### src/rtl/scan_pkg.sv
// rtl/scan_pkg.sv - shared state encoding and scan-enable constants for the scan chain controller
package scan_pkg;

    localparam int STATE_W = 3;

    typedef enum logic [STATE_W-1:0] {
        IDLE      = 3'd0,
        SHIFT_IN  = 3'd1,
        CAPTURE   = 3'd2,
        SHIFT_OUT = 3'd3,
        DONE      = 3'd4
    } scan_state_t;

    localparam logic SE_SHIFT   = 1'b1;
    localparam logic SE_CAPTURE = 1'b0;

endpackage

### src/rtl/scan_bit_counter.sv
// rtl/scan_bit_counter.sv - shift-position counter; tc flags the last bit of a chain pass
module scan_bit_counter #(
    parameter  int CHAIN_LEN = 8,
    localparam int CNT_W     = $clog2(CHAIN_LEN)
) (
    input  logic clk,
    input  logic reset,
    input  logic clr,
    input  logic en,
    output logic tc
);

    localparam logic [CNT_W-1:0] TC_VAL = CNT_W'(CHAIN_LEN - 1);

    logic [CNT_W-1:0] count;

    // Wrapping at terminal count returns the counter to 0 as each shift state exits.
    always_ff @(posedge clk) begin
        if (reset || clr) begin
            count <= '0;
        end else if (en) begin
            count <= tc ? '0 : count + 1'b1;
        end
    end

    assign tc = (count == TC_VAL);

endmodule

### src/rtl/scan_chain_ctrl.sv
// rtl/scan_chain_ctrl.sv - scan load/capture/unload controller; SCAN_CMP_EN adds expected/pass compare
module scan_chain_ctrl
    import scan_pkg::*;
#(
    parameter int CHAIN_LEN = 8
) (
    input  logic                 clk,
    input  logic                 reset,
    input  logic                 start,
    input  logic [CHAIN_LEN-1:0] pattern,
    output logic                 SE,
    output logic                 SD,
    input  logic                 SO,
    output logic                 busy,
    output logic                 done,
    output logic [CHAIN_LEN-1:0] response
`ifdef SCAN_CMP_EN
    ,
    input  logic [CHAIN_LEN-1:0] expected,
    output logic                 pass
`endif
);

    scan_state_t          state;
    scan_state_t          state_next;
    logic                 tc;
    logic                 start_acc;
    logic                 cnt_en;
    logic [CHAIN_LEN-1:0] load_sr;
    logic [CHAIN_LEN-1:0] response_next;

    scan_bit_counter #(
        .CHAIN_LEN(CHAIN_LEN)
    ) u_counter (
        .clk  (clk),
        .reset(reset),
        .clr  (start_acc),
        .en   (cnt_en),
        .tc   (tc)
    );

    always_ff @(posedge clk) begin
        if (reset) begin
            state <= IDLE;
        end else begin
            state <= state_next;
        end
    end

    // Outputs decode only the state and load register flops.
    always_comb begin
        state_next = state;
        SE         = SE_CAPTURE;
        busy       = 1'b1;
        done       = 1'b0;
        cnt_en     = 1'b0;
        start_acc  = 1'b0;
        case (state)
            IDLE: begin
                busy = 1'b0;
                if (start) begin
                    start_acc  = 1'b1;
                    state_next = SHIFT_IN;
                end
            end
            SHIFT_IN: begin
                SE     = SE_SHIFT;
                cnt_en = 1'b1;
                if (tc) begin
                    state_next = CAPTURE;
                end
            end
            CAPTURE: begin
                state_next = SHIFT_OUT;
            end
            SHIFT_OUT: begin
                SE     = SE_SHIFT;
                cnt_en = 1'b1;
                if (tc) begin
                    state_next = DONE;
                end
            end
            DONE: begin
                done       = 1'b1;
                state_next = IDLE;
            end
            default: begin
                busy       = 1'b0;
                state_next = IDLE;
            end
        endcase
    end

    // MSB leaves first; zero fill everywhere outside the load phase.
    assign SD            = (state == SHIFT_IN) & load_sr[CHAIN_LEN-1];
    assign response_next = {response[CHAIN_LEN-2:0], SO};

    always_ff @(posedge clk) begin
        if (reset) begin
            load_sr <= '0;
        end else if (start_acc) begin
            load_sr <= pattern;
        end else if (state == SHIFT_IN) begin
            load_sr <= {load_sr[CHAIN_LEN-2:0], 1'b0};
        end
    end

    always_ff @(posedge clk) begin
        if (reset) begin
            response <= '0;
        end else if (state == SHIFT_OUT) begin
            response <= response_next;
        end
    end

`ifdef SCAN_CMP_EN
    logic [CHAIN_LEN-1:0] expected_q;

    // Verdict is taken from the final unload value so it is valid alongside done.
    always_ff @(posedge clk) begin
        if (reset) begin
            expected_q <= '0;
            pass       <= 1'b0;
        end else begin
            if (start_acc) begin
                expected_q <= expected;
            end
            if (state == SHIFT_OUT && tc) begin
                pass <= (response_next == expected_q);
            end
        end
    end
`endif

endmodule

### config.mk
export PLATFORM = sky130hd
export DESIGN_NAME = scan_chain_ctrl
export DESIGN_NICKNAME = d
export VERILOG_FILES = /design/src/rtl/scan_pkg.sv /design/src/rtl/scan_bit_counter.sv /design/src/rtl/scan_chain_ctrl.sv
export SDC_FILE = /design/constraint.sdc
export NUM_CORES = 1
export LEC_CHECK = 0
export CORE_MARGIN = 8
export CORE_UTILIZATION = 50
export DETAILED_ROUTE_END_ITERATION = 7
export DONT_BUFFER_PORTS = 1
export RECOVER_POWER = 25
export SYNTH_ARGS = -nofsm -noshare
export SYNTH_HDL_FRONTEND = slang
export SYNTH_SLANG_ARGS = --single-unit
### constraint.sdc
create_clock -name clk -period 1.7 [get_ports clk]
set_input_delay 0.34 -clock clk [delete_from_list [all_inputs] [get_ports clk]]
set_output_delay 0.34 -clock clk [all_outputs]
set_load 0.01 [all_outputs]
==> impl.org <==
** Synthesis
- Yosys mapped a number of flops with a built-in enable equal to 0.
- In the post-synthesis netlist, the biggest area contributors are sky130_fd_sc_hd__dfxtp_1 44%, sky130_fd_sc_hd__mux2i_1 9.9%, sky130_fd_sc_hd__a211oi_2 8.7%, sky130_fd_sc_hd__a21oi_1 4.5%, sky130_fd_sc_hd__nor2_1 4.5%.
- Post-Synthesis Mean Instance Area :: approximately 9.4 sq um
- Post-synth net total :: around 120
- Asr flop ratio synth :: 0
- For this run, the register share of the synthesized area comes to 0.437.
- Synthesis produced between 100 and 150 cells.
- Counting flops and latches in the post-synthesis netlist gives 22.
- Post-synthesis instance area :: 1010 sq um
- sky130_fd_sc_hd__dfxtp_1 takes more of the synthesized area than any other cell.
- Area share of the largest cell type after synthesis :: 0.437
- Most used flip-flop cell after synthesis :: sky130_fd_sc_hd__dfxtp_1
- Number of warnings printed during yosys synthesis :: 0
- In this run, distinct cell masters in the synthesized netlist total 25.

** Global route
- The via count of the first global-routing pass was 670.
- Entering global routing, the biggest net connects 23 pins.
- Across every metal layer, demand over resource in global routing totals 0.104.
- The initial antenna violation count was 0.
- The first global-routing pass estimated ~3.0 mm of wire.
- For this run the aggregate overflow at the end of global routing stands at 0.

** Timing
- Worst clock skew :: 0.00520 ns
- Number of failing hold endpoints at the final stage :: 0
- Setup slack of the critical path after layout :: about 0.082 ns
- The tightest hold path in the finished design has a slack of 0.0870 ns.
- In this run the tightest slew margin relative to its limit is 0.649.
- Of the available clock period, the critical path in the final layout requires 0.952.
- For the pin with the worst max-slew slack, the measured transition is a little over 0.5 ns.
- Setup repair after global routing left no endpoint under its margin.
- Derived from the worst setup path, the maximum achievable clock frequency is ~620 MHz.
- The count of final max-slew check failures is 0.
- Total setup violations reported at the end of the flow :: 0
- Clock period minus final worst setup slack :: between 1.5 and 2 ns
- Adding up every negative setup slack in the final design gives 0 ns.

** Layout
- Commonest cells after routing, fill and taps aside :: 22 x sky130_fd_sc_hd__dfxtp_1, 11 x sky130_fd_sc_hd__nor2_1, 10 x sky130_fd_sc_hd__nand2_1, 10 x sky130_fd_sc_hd__mux2i_1, 9 x sky130_fd_sc_hd__a21oi_1
- The count of cells in the finished layout, fillers not included, comes to around 130.
- Most frequent standard cell in the layout excluding fill and tap cells :: sky130_fd_sc_hd__dfxtp_1
- Synthesis-to-layout area growth :: 6.34%
- The repair_antennas step left the layout with diodes totalling 0.
- Ratio of cells with drive above 1 in the final layout :: 0.170
- At the end of the flow, the number of nets in the layout was 121.
- At the end of the flow the core is filled with cells to 0.557.

** Drt
- In the final routed layout, each cell accounts on average for 13.6 um.
- For this block, wires on met1 add up to between 700 and 800 um.
- Detailed-route vias per instance :: 5.59
- Met3 routed wirelength :: between 100 and 150 um
- Antenna-violating nets left :: 0
- Via count of the routed design :: around 740
- Amount of wire on met2 after detailed routing :: around 870 um
- Final wirelength :: between 1.5 and 2 mm
- After the first detailed-routing iteration, the DRC count stood at 18.
- The highest layer touched by signal routing is met4.
- Number of DRC violations after detailed routing :: 0
- Number of optimization iterations in the first detailed-route pass :: 4

** Die
- The floorplan step set the die width to 60.9 um.
- For this design the top-level I/O count stands at 24.
- Placement Rows :: 16
- Core Footprint :: 1920 sq um
- Initial Utilization :: 0.524
- The floorplan step set the die height to 60.9 um.
- The floorplan step defined a die boundary enclosing about 3700 sq um.

** Worst setup path
- Worst reg2reg path startpoint :: state[0]$_SDFFE_PP0P_
- Setup slack of the most critical reg-to-reg path :: 0.22 ns
- The largest single stage delay on the critical path is 0.47 ns.
- CP Data Arrival Time :: ~1.3 ns
- The critical path is of the reg2out type.
- The worst register-to-register path ends at load_sr[1]$_SDFFE_PP0P_.
- Worst-path cell chain :: or3b_4, nor2_2
- The worst register-to-register path has a depth of 5.
- Crit start category :: flop
- On the critical path, the stage with the largest delay is an instance of sky130_fd_sc_hd__or3b_4.
- CP Data Required Time :: 1.36 ns
- Top fanout value on the critical path :: 8
- Crit path capture type :: output pin

** Worst hold path
- WHS Endpoint :: response[1]$_SDFFE_PP0N_
- Path type of the worst min-delay path :: in2reg
- The worst hold path begins at reset.
- Hold Path Stages :: 1

** CTS
- In this run the number of H-tree levels came out at 1.
- Clock-pin slew was measured on the worst setup and hold paths at about 0.12 ns.
- In this run the deepest clock path goes through 2 buffers.
- At the later pin of the worst-skew pair, clock insertion delay measures approximately 0.3 ns.
- The cell sitting at the root of the clock tree is a sky130_fd_sc_hd__clkbuf_4.
- The clock net in this run drives a total of 22 sinks.
- TritonCTS built the clock tree.
- Number of buffers created by CTS :: 3
- Buffer count from post-CTS setup fixing :: 0

** Flow run
- Max-cap violations in this run came to 0.

** Power and ir drop
- Power spread over the standard cell area amounts to about 960 nW/um^2.
- Across the VDD grid, the largest voltage drop is ~0.00052 V.
- Leakage Power :: between 0.4 and 0.5 nW

** Placed design
- Placed cell count :: between 100 and 150
- Hpwl dp :: between 1 and 1.5 mm
- Port buffering added 0 buffers.
- Post-placement setup slack :: 0.216 ns
- The congestion estimate from routability-driven global placement came to 0.787.

** Run status
- The flow ran to the end, and the final reports show no timing, DRC or antenna violations.
[flip-flops by register name (all words and copies together) (netlist names)]
signal           count
state                3
load_sr              8
u_counter.count      3
response             8
[metrics by stage]
step | instance area (sq um) | power (mW)
2_1_floorplan | 1010 | 0.649
3_3_place_gp | 1010 | 0.648
3_5_place_dp | 1010 | 0.651
4_1_cts | 1070 | 1.05
5_1_grt | 1070 | 1.08
6_report | 1070 | 1.03
[power breakdown]
group	switching, mW	internal, mW	leakage (nW)
sequential	0.00927	0.535	0.179
combinational	0.0486	0.0459	0.205
clock	0.152	0.238	0.0279
[how the worst max path moves through the flow]
| stage | start | to | slack (ns) | depth (start not counted) |
|---|---|---|---|---|
| after floorplan | state[2]$_SDFFE_PP0P_ | SD | 0.13 | 4 |
| after global placement | state[1]$_SDFFE_PP0P_ | SD | 0.22 | 2 |
| after detailed placement | state[1]$_SDFFE_PP0P_ | SD | 0.22 | 2 |
| after CTS | state[1]$_SDFFE_PP0P_ | SD | 0.06 | 2 |
| after global routing | state[1]$_SDFFE_PP0P_ | SD | 0.02 | 2 |
| final | state[1]$_SDFFE_PP0P_ | SD | 0.08 | 2 |
[worst max-delay path, delay by kind of cell, from the launching register on]
family	cells	cell delay (ns)
flops	1	0.34
simple gates	2	0.63
[Yosys cell counts (2+ instances only)]
master                     count
sky130_fd_sc_hd__clkbuf_1      3
sky130_fd_sc_hd__buf_6         3
sky130_fd_sc_hd__nor2_1       12
sky130_fd_sc_hd__nor3_1        4
sky130_fd_sc_hd__ha_1          2
sky130_fd_sc_hd__a211oi_2      7
sky130_fd_sc_hd__nand2_1      10
sky130_fd_sc_hd__dfxtp_1      22
sky130_fd_sc_hd__buf_2         4
sky130_fd_sc_hd__mux2i_1      10
sky130_fd_sc_hd__a21oi_1       9
sky130_fd_sc_hd__nand3_1       8
[cells by family after synthesis]
group / count (synthesis) / share of synthesized area
and+or+nand+nor: 42 / 0.204
AOI/OAI and AO/OA: 18 / 0.149
DFF: 22 / 0.437
adders and majority gates: 2 / 0.0248
buffers and inverters: 11 / 0.0683
muxes: 10 / 0.0994
xor gates and xnor gates: 2 / 0.0174
[metal layers]
layer,up-vias,track usage
li1,372,-
met1,346,0.123
met2,24,0.163
met3,2,0.0381
met4,0,0.0498
met5,-,0
[area by class of cell]
class | instances | area [sq um]
timing repair buffer | 5 | 37.5
inverter | 1 | 3.75
tap | 27 | 33.8
multi-input combinational | 74 | 503
sequential | 22 | 440
clock inverter | 1 | 30.0
clock buffer | 3 | 22.5
fill | 177 | 851
[repair_timing]
action / in CTS / in global routing
hold buffers: 0 / 0
setup endpoints to repair: 1 / 0
gates resized for setup: 2 / 0
Note: power is estimated with default switching activity, not from simulation.
